File: src/rtl/mem_arbiter_pkg.sv
// Purpose: shared types and constants for the instruction/data memory arbiter.
// Latency: n/a (declarations only).
// Backpressure: n/a.
package defs;

  localparam int BIN_DIG = 32;
  localparam int BE_W    = 4;

  typedef enum logic [1:0] {
    IDLE    = 2'd0,
    IF_BUSY = 2'd1,
    DM_BUSY = 2'd2
  } arb_state_t;

  // The memory is word-addressed in practice, so the two byte-offset bits are dropped.
  function automatic logic [BIN_DIG-1:0] word_align(input logic [BIN_DIG-1:0] addr);
    return addr & ~BIN_DIG'(3);
  endfunction

endpackage

File: src/rtl/arb_starve_cnt.sv
// Purpose: saturating count of idle cycles in which a pending fetch lost arbitration.
// Latency: count updates on the clock edge after inc/clr.
// Backpressure: none; clear has priority over increment.
module arb_starve_cnt #(
  parameter int STARVE_MAX = 4
) (
  input  logic       CLK,
  input  logic       RST,
  input  logic       inc_i,
  input  logic       clr_i,
  output logic [3:0] cnt_o
);

  localparam logic [3:0] CNT_MAX = 4'(STARVE_MAX);

  logic [3:0] cnt_q, cnt_d;

  // Next count: clear on fetch grant, otherwise count losses up to the ceiling.
  always_comb begin
    cnt_d = cnt_q;
    if (clr_i) begin
      cnt_d = '0;
    end else if (inc_i && (cnt_q < CNT_MAX)) begin
      cnt_d = cnt_q + 4'd1;
    end
  end

  // Counter register with asynchronous clear.
  always_ff @(posedge CLK or negedge RST) begin
    if (!RST) begin
      cnt_q <= '0;
    end else begin
      cnt_q <= cnt_d;
    end
  end

  assign cnt_o = cnt_q;

endmodule

File: src/rtl/mem_arbiter.sv
// Purpose: arbitrates fetch and dmem requesters onto one single-port memory, one transaction at a time.
// Latency: grant combinational in IDLE; mem_req next cycle; rvalid one cycle after mem_ack.
// Backpressure: a requester is stalled (gnt low) while a transaction is outstanding or it loses arbitration.
module mem_arbiter
  import defs::*;
#(
  parameter int STARVE_MAX = 4
) (
  input  logic               CLK,
  input  logic               RST,
  input  logic               if_req,
  input  logic [BIN_DIG-1:0] if_addr,
  output logic               if_gnt,
  output logic               if_rvalid,
  output logic [BIN_DIG-1:0] if_rdata,
  input  logic               flush,
  input  logic               dm_req,
  input  logic               dm_we,
  input  logic [BIN_DIG-1:0] dm_addr,
  input  logic [BIN_DIG-1:0] dm_wdata,
  input  logic [BE_W-1:0]    dm_be,
  output logic               dm_gnt,
  output logic               dm_rvalid,
  output logic [BIN_DIG-1:0] dm_rdata,
  output logic               mem_req,
  output logic               mem_we,
  output logic [BIN_DIG-1:0] mem_addr,
  output logic [BIN_DIG-1:0] mem_wdata,
  output logic [BE_W-1:0]    mem_be,
  input  logic               mem_ack,
  input  logic [BIN_DIG-1:0] mem_rdata
);

  localparam logic [3:0] CNT_MAX = 4'(STARVE_MAX);

  arb_state_t         state_q;
  logic               mem_req_q, mem_we_q;
  logic [BIN_DIG-1:0] mem_addr_q, mem_wdata_q;
  logic [BE_W-1:0]    mem_be_q;
  logic               if_rvalid_q, dm_rvalid_q;
  logic [BIN_DIG-1:0] if_rdata_q, dm_rdata_q;
  logic               drop_q;
  logic [3:0]         starve_cnt;
  logic               if_win, dm_win;

  // Winner selection in IDLE: dmem first, unless fetch has starved long enough.
  always_comb begin
    if_win = 1'b0;
    dm_win = 1'b0;
    if (state_q == IDLE) begin
      if (if_req && (!dm_req || (starve_cnt == CNT_MAX))) begin
        if_win = 1'b1;
      end else if (dm_req) begin
        dm_win = 1'b1;
      end
    end
  end

  arb_starve_cnt #(
    .STARVE_MAX(STARVE_MAX)
  ) u_starve_cnt (
    .CLK   (CLK),
    .RST   (RST),
    .inc_i ((state_q == IDLE) && if_req && !if_win),
    .clr_i (if_win),
    .cnt_o (starve_cnt)
  );

  // Transaction FSM: latch command on grant, hold until ack, then return the response.
  always_ff @(posedge CLK or negedge RST) begin
    if (!RST) begin
      state_q     <= IDLE;
      mem_req_q   <= 1'b0;
      mem_we_q    <= 1'b0;
      mem_addr_q  <= '0;
      mem_wdata_q <= '0;
      mem_be_q    <= '0;
      if_rvalid_q <= 1'b0;
      dm_rvalid_q <= 1'b0;
      if_rdata_q  <= '0;
      dm_rdata_q  <= '0;
      drop_q      <= 1'b0;
    end else begin
      if_rvalid_q <= 1'b0;
      dm_rvalid_q <= 1'b0;
      case (state_q)
        IDLE: begin
          if (if_win) begin
            state_q     <= IF_BUSY;
            mem_req_q   <= 1'b1;
            mem_we_q    <= 1'b0;
            mem_addr_q  <= word_align(if_addr);
            mem_wdata_q <= '0;
            mem_be_q    <= '1;
            drop_q      <= flush;
          end else if (dm_win) begin
            state_q     <= DM_BUSY;
            mem_req_q   <= 1'b1;
            mem_we_q    <= dm_we;
            mem_addr_q  <= word_align(dm_addr);
            mem_wdata_q <= dm_wdata;
            mem_be_q    <= dm_be;
            drop_q      <= 1'b0;
          end
        end
        IF_BUSY: begin
          if (mem_ack) begin
            state_q   <= IDLE;
            mem_req_q <= 1'b0;
            drop_q    <= 1'b0;
            // A flush arriving with the ack still kills this response.
            if (!(drop_q || flush)) begin
              if_rvalid_q <= 1'b1;
              if_rdata_q  <= mem_rdata;
            end
          end else if (flush) begin
            drop_q <= 1'b1;
          end
        end
        DM_BUSY: begin
          if (mem_ack) begin
            state_q     <= IDLE;
            mem_req_q   <= 1'b0;
            dm_rvalid_q <= 1'b1;
            if (!mem_we_q) begin
              dm_rdata_q <= mem_rdata;
            end
          end
        end
        default: begin
          state_q   <= IDLE;
          mem_req_q <= 1'b0;
        end
      endcase
    end
  end

  assign if_gnt    = if_win;
  assign dm_gnt    = dm_win;
  assign mem_req   = mem_req_q;
  assign mem_we    = mem_we_q;
  assign mem_addr  = mem_addr_q;
  assign mem_wdata = mem_wdata_q;
  assign mem_be    = mem_be_q;
  assign if_rvalid = if_rvalid_q;
  assign if_rdata  = if_rdata_q;
  assign dm_rvalid = dm_rvalid_q;
  assign dm_rdata  = dm_rdata_q;

endmodule

File: config.mk
export PLATFORM = sky130hd
export DESIGN_NAME = mem_arbiter
export DESIGN_NICKNAME = d
export VERILOG_FILES = /design/src/rtl/mem_arbiter_pkg.sv /design/src/rtl/arb_starve_cnt.sv /design/src/rtl/mem_arbiter.sv
export SDC_FILE = /design/constraint.sdc
export NUM_CORES = 1
export LEC_CHECK = 0
export CAP_MARGIN = 15
export CORE_UTILIZATION = 40
export DETAILED_ROUTE_END_ITERATION = 12
export PLACE_DENSITY = 0.87
export SLEW_MARGIN = 15
export SYNTH_ARGS = -nofsm -noshare
export SYNTH_HDL_FRONTEND = slang
export SYNTH_HIERARCHICAL = 1
export SYNTH_SLANG_ARGS = --single-unit
File: constraint.sdc
create_clock -name CLK -period 2.79 [get_ports CLK]
set_clock_uncertainty 0.2 [all_clocks]
set_input_delay 0.279 -clock CLK [delete_from_list [all_inputs] [get_ports CLK]]
set_output_delay 0.279 -clock CLK [all_outputs]
set_load 0.01 [all_outputs]
# After elaboration in Yosys (flattened, before gate mapping)
# Index checks and enable logic that the tools add are counted.
word_totals:
  register_bits: 143
  out_inout_bits: 138
  wordCells: 73
op_classes:
  addsub: 1
  n_lt_le_gt_ge: 1
  n_eq_ne: 6
  n_mux: 33
  bitwise_logic: 2
  n_reduce_logical: 18
ops:
  columns: ["cell", "n"]
  rows:
  - ["$mux W32", 4]
  - ["$mux W1", 19]
  - ["$mux W4", 4]
  - ["$reduce_and A3 Y1", 3]
  - ["$mux W2", 3]
  - ["$ne A3 B3 Y1 const B", 2]
  - ["$reduce_bool A2 Y1", 3]
  - ["$add A4 B1 Y4 const B", 1]
  - ["$eq A4 B3 Y1 const B", 1]
  - ["$logic_and A1 B1 Y1", 4]
  - ["$lt A4 B3 Y1 const B", 1]
  - ["$pmux W1 S2", 2]
  - ["$pmux W2 S2", 1]
  - ["$reduce_and A2 Y1", 2]
  - ["$eq A2 B1 Y1 const B", 1]
  - ["$eq A2 B2 Y1 const B", 1]
  - ["$logic_not A1 Y1", 2]
  - ["$logic_not A2 Y1", 1]
  - ["$logic_or A1 B1 Y1", 2]
  - ["$ne A2 B1 Y1 const B", 1]
  - ["$not A1 Y1", 2]
  - ["$reduce_or A2 Y1", 1]

# Longest topological paths before layout
depth:
  depth_word: 10
  mapped_depth: 9
  depth_no_buf: 7

# By module
# The synthesis kept the hierarchy.
by_module_without_submodules:
  columns: ["module", "instances", "cells_per_inst", "area_each_um2", "seq_area_each_um2"]
  rows:
  - ["mem_arbiter", 1, 364, 5415.2, 3428.3]
  - ["arb_starve_cnt", 1, 16, 197.7, 100.1]

# Worst setup path before layout
# Ideal clock, no wire load.
synth_timing:
  path_type: "flip-flop to flip-flop"
  startpoint: "register state_q[0]"
  endpoint: "register u_starve_cnt.cnt_q[0] (netlist: u_starve_cnt/cnt_o[0])"
  setup_ps: 128
  arrival_ps: 1807
  required_ps: 2462
  path_slack_ps: 655
  path_stages_with_launch: 10
  n_path_buf: 2
  period_less_slack_ps: 2135
  cell_sequence: "dfrtp_1 > inv_1 > ha_1 > clkbuf_1 > and2_1 > o21ai_1 > clkbuf_1 > inv_1 > nor2_1 > mux2_1"
synth_via:
  elab_chain_len: 6
  elab_cells_between_ends: 8
  cone_classes: "2 x mux; 6 x reduce/logical"
synth_rtl:
  columns: ["item", "line_no", "source"]
  rows:
  - ["from (decl)", "mem_arbiter.sv:36", "arb_state_t state_q;"]
  - ["from (signal assigned)", "mem_arbiter.sv:72", "state_q <= IDLE;"]
  - ["from (signal assigned)", "mem_arbiter.sv:89", "state_q <= IF_BUSY;"]
  - ["from (signal assigned)", "mem_arbiter.sv:97", "state_q <= DM_BUSY;"]
  - ["$logic_not A2 Y1 *", "mem_arbiter.sv:50", "if (state_q == IDLE) begin"]
  - ["$mux W1 *", "mem_arbiter.sv:50", null]
  - ["named net if_gnt", "mem_arbiter.sv:13", "output logic if_gnt,"]
  - ["$logic_not A1 Y1", "mem_arbiter.sv:64", ".inc_i ((state_q == IDLE) && if_req && !if_win),"]
  - ["$logic_and A1 B1 Y1", "mem_arbiter.sv:64", null]
  - ["$logic_and A1 B1 Y1", "arb_starve_cnt.sv:23", "end else if (inc_i && (cnt_q < CNT_MAX)) begin"]
  - ["$reduce_bool A2 Y1 (no line)", null, null]
  - ["to (signal assigned)", "arb_starve_cnt.sv:33", "cnt_q <= cnt_d;"]
  - ["to (decl)", "arb_starve_cnt.sv:16", "logic [3:0] cnt_q, cnt_d;"]
# The timed path passes the listed nets; every way through them passes the cells marked *.
# A chain may end at the register's enable or synchronous reset.

# Worst setup path after layout
layout_timing:
  startpoint: "register state_q[0]"
  endpoint: "output port if_gnt"
layout_via:
  elab_chain_len: 2
layout_rtl:
  columns: ["item", "line_no"]
  rows:
  - ["$logic_not A2 Y1", "mem_arbiter.sv:50"]
  - ["$mux W1", "mem_arbiter.sv:50"]
  - ["to (decl)", "mem_arbiter.sv:13"]
# No other way between the ends.

==> flow_metrics.py <==
metrics = {
    "placement": {
        "dp_slack_ns": 0.4407,
        "gp_congestion": 0.7514,
        "io_buffers": 270,
        "hpwl_um": 10770,
    },
    "setup_path": {
        "critical_path.slowest_cell": "clkdlybuf4s50_1",
        "worstPathCellList": "inv_1 -> ha_2 -> and2_1 -> o21ai_2 -> inv_2 -> clkdlybuf4s50_1",
        "critPathBufInv": 3,
        "rr_startpoint": "u_starve_cnt/cnt_o[0]",
        "cp_data_required_time_ns": 2.31,
        "cp-end-kind": "output port",
        "r2r_end": "mem_addr[16]",
        "ff2ff_setup_slack_ns": 0.70,
        "critPathKind": "reg2out",
        "reg2reg_depth": 4,
        "critPathMaxFanout": 9,
        "path_delay_family": "buffers and inverters",
        "worst_setup_path_start_kind": "flip-flop",
        "max_stage_delay_ns": 0.56,
        "arrival_ns": 2.12,
    },
    "synthesis": {
        "netlist_area_um2": 5613,
        "synth-xor-area-share_pct": 0,
        "synth_compound_area_share_pct": 13.53,
        "synthCells": 380,
        "synth_edf_count": 0,
        "synthSimpleGateAreaFrac_pct": 6.286,
        "synth_cell_type_count": 37,
        "synth_area_leaders": "dfrtp_1 (63%), mux2_2 (13%), o221a_2 (6.0%)",
        "async_flop_share_pct": 100.0,
        "yosysWarnings": 6,
        "synth.avg_cell_area_um2": 14.77,
        "synth_top_family_by_area": "compound AO/OA/AOI/OAI gates",
        "synth_top_area_share_pct": 62.86,
        "synthAdderAreaFrac_pct": 0.8917,
        "synthMuxAreaShare_pct": 13.22,
        "ys_seq_area_share_pct": 62.86,
        "synth-seq-cells": 141,
        "synth_top_area_cell": "dfrtp_1",
        "ys.flop_type": "dfrtp_1",
    },
    "timing": {
        "rsz0062_at_grt": "false",
        "finalHoldViolCount": 0,
        "setup_viol": 0,
        "fin_tns_setup_ns": 0,
        "max_freq_ghz": 0.3849,
        "report.final.slew_viol_count": 0,
        "period_share_pct": 93.13,
        "slew_headroom_pct": 63.36,
        "worst_pin_slew_ns": 0.5496,
        "period_needed_ns": 2.598,
        "fin_ws_ns": 0.1918,
    },
    "global_route": {
        "antenna_found_initial": 0,
        "grt_pass1_vias": 4718,
        "grt_pass1_wl_um": 23850,
        "grt-ovfl-total": 0,
        "grt_max_degree": 62,
        "grt_usage_pct": 21.45,
    },
    "drt": {
        "routed_wl_um": 14940,
        "drt_first_iter_violations": 276,
        "drtPass1Iterations": 4,
        "final_antenna_net_count": 0,
        "remaining_drc_errors": 0,
        "viasPerCell": 5.085,
        "route.vias.total": 4287,
        "wl_per_cell_um": 17.72,
    },
    "clock_network": {
        "h-tree-depth": 4,
        "cts_made_buffers": 17,
        "cts_tree": "built",
        "clk_pin_slew_ns": 0.06,
        "clockRootBuffer": "clkbuf_16",
        "cts_max_path_buffers": 2,
        "clock-sinks": 141,
        "clk_latency_ns": 0.41,
    },
    "cells_and_area": {
        "area_growth_pct": 62.48,
        "final_common_cell": "clkdlybuf4s50_1",
        "nets": 798,
        "drive_above_1_share_pct": 21.29,
        "nFillCells": 941,
        "n_antenna_cell": 0,
        "most-common-layout-cells": "clkdlybuf4s50_1 (269), dfrtp_1 (141), mux2_2 (63), nand2b_1 (34), a22o_1 (33)",
    },
    "pwr": {
        "peakVddDrop_mv": 0.6025,
        "p_leak_nw": 3.819,
        "p_per_area_nw_per_um2": 1143,
    },
    "die": {
        "start_util_pct": 41.72,
        "boundaryPins": 277,
        "dieWidth_um": 120.5,
        "core-area_um2": 13450,
        "fp.dieH_um": 120.5,
        "num_rows": 42,
        "die-area_um2": 14510,
    },
    "run_status": {
        "status": "completed",
    },
    "hold_path": {
        "hold_path.class": "in2async",
    },
    "run": {
        "cap_violations": 0,
    },
}
-- through the flow --
stage               power (W)  hold WS (ns)  instance area, µm²  utilization (%)  std cells
floorplan            0.005661       -0.2166                5617                -        381
global placement     0.008014       0.07686                8518            63.32        811
detailed placement   0.008221       0.08523                8518            63.32        811
CTS                   0.01054        0.2242                9120            67.79        843
global route          0.01098        0.2482                9120            67.79        843
finish                0.01042        0.2137                9120            67.79        843
-- layer usage --
metal / vias up / track usage, % / share of wire, %
met4: 0 / 9.568 / 2.4
met3: 29 / 5.849 / 6.9
met5: - / 0 / 0
met1: 2102 / 25.09 / 40
li1: 1953 / - / -
met2: 203 / 36.78 / 51
-- area by class of cell --
cell class / count / area, µm² / share of cell area [%]
repair buffers: 280 / 2806 / 30.77
inverters: 10 / 37.54 / 0.4116
flip-flops and latches: 141 / 3528 / 38.69
multi-input cells: 205 / 1938 / 21.25
clock buffers: 20 / 446.7 / 4.898
clock inverters: 11 / 142.6 / 1.564
well taps: 176 / 220.2 / 2.415
-- cells in the mapped netlist (all sizes together), types with 2 or more instances --
| cell | instances |
|---|---|
| dfrtp | 141 |
| mux2 | 65 |
| nand2b | 34 |
| a22o | 33 |
| o221a | 30 |
| buf | 17 |
| inv | 10 |
| clkbuf | 8 |
| o22a | 5 |
| ha | 4 |
| nor2 | 4 |
| o21ai | 4 |
| a21oi | 3 |
| and2 | 3 |
| nor2b | 3 |
| nor4b | 2 |
-- how the worst max path moves through the flow --
stage                           from                     to  slack (ns)  cells after the start
after global placement        if_req                 if_gnt        0.45                      5
after global routing      state_q[0]                 if_gnt        0.02                      6
final                     state_q[0]                 if_gnt        0.19                      6
after floorplan           state_q[0]  u_starve_cnt/cnt_o[0]        0.66                      9
after detailed placement      if_req                 if_gnt        0.44                      5
after CTS                 state_q[0]                 if_gnt        0.08                      6
-- worst register-to-register path: cells and delay by family (launching register included) --
| family | cells | cell delay (ns) |
|---|---|---|
| AND/OR/NAND/NOR | 1 | 0.55 |
| AO/OA/AOI/OAI | 2 | 0.47 |
| flip-flops | 1 | 0.42 |
| buffers and inverters | 1 | 0.38 |
-- kinds of logic (layout without fill, tap and decap cells) --
logic type | Yosys count | after routing
other | 1 | 2
multiplexers | 66 | 66
buffers and inverters | 35 | 321
AND/OR/NAND/NOR | 53 | 53
flip-flops | 141 | 141
adder cells (fa/ha/maj) | 4 | 4
AO/OA/AOI/OAI | 80 | 80
-- report_power, final --
| group | switching [W] | total, W | internal (W) |
|---|---|---|---|
| registers | 0.000525 | 0.00353 | 0.00300 |
| logic | 0.00184 | 0.00466 | 0.00282 |
| clock network | 0.000820 | 0.00224 | 0.00142 |
| total | 0.00318 | 0.0104 | 0.00724 |
-- sequential cells by signal, indices dropped and copies added (netlist names) --
signal,cells
mem_be,4
if_rdata,32
drop_q,1
dm_rdata,32
mem_wdata,32
if_rvalid,1
dm_rvalid,1
state_q,2
mem_we,1
u_starve_cnt/cnt_o,4
mem_addr,30
mem_req,1
-- what timing repair did --
action,in CTS,in global routing
resized for setup,1,1
setup buffers,0,0
endpoints found under the setup margin,1,1
hold buffers,1,0
endpoints found under the hold margin,59,0
No activity file was read; power rests on OpenSTA's default activity.
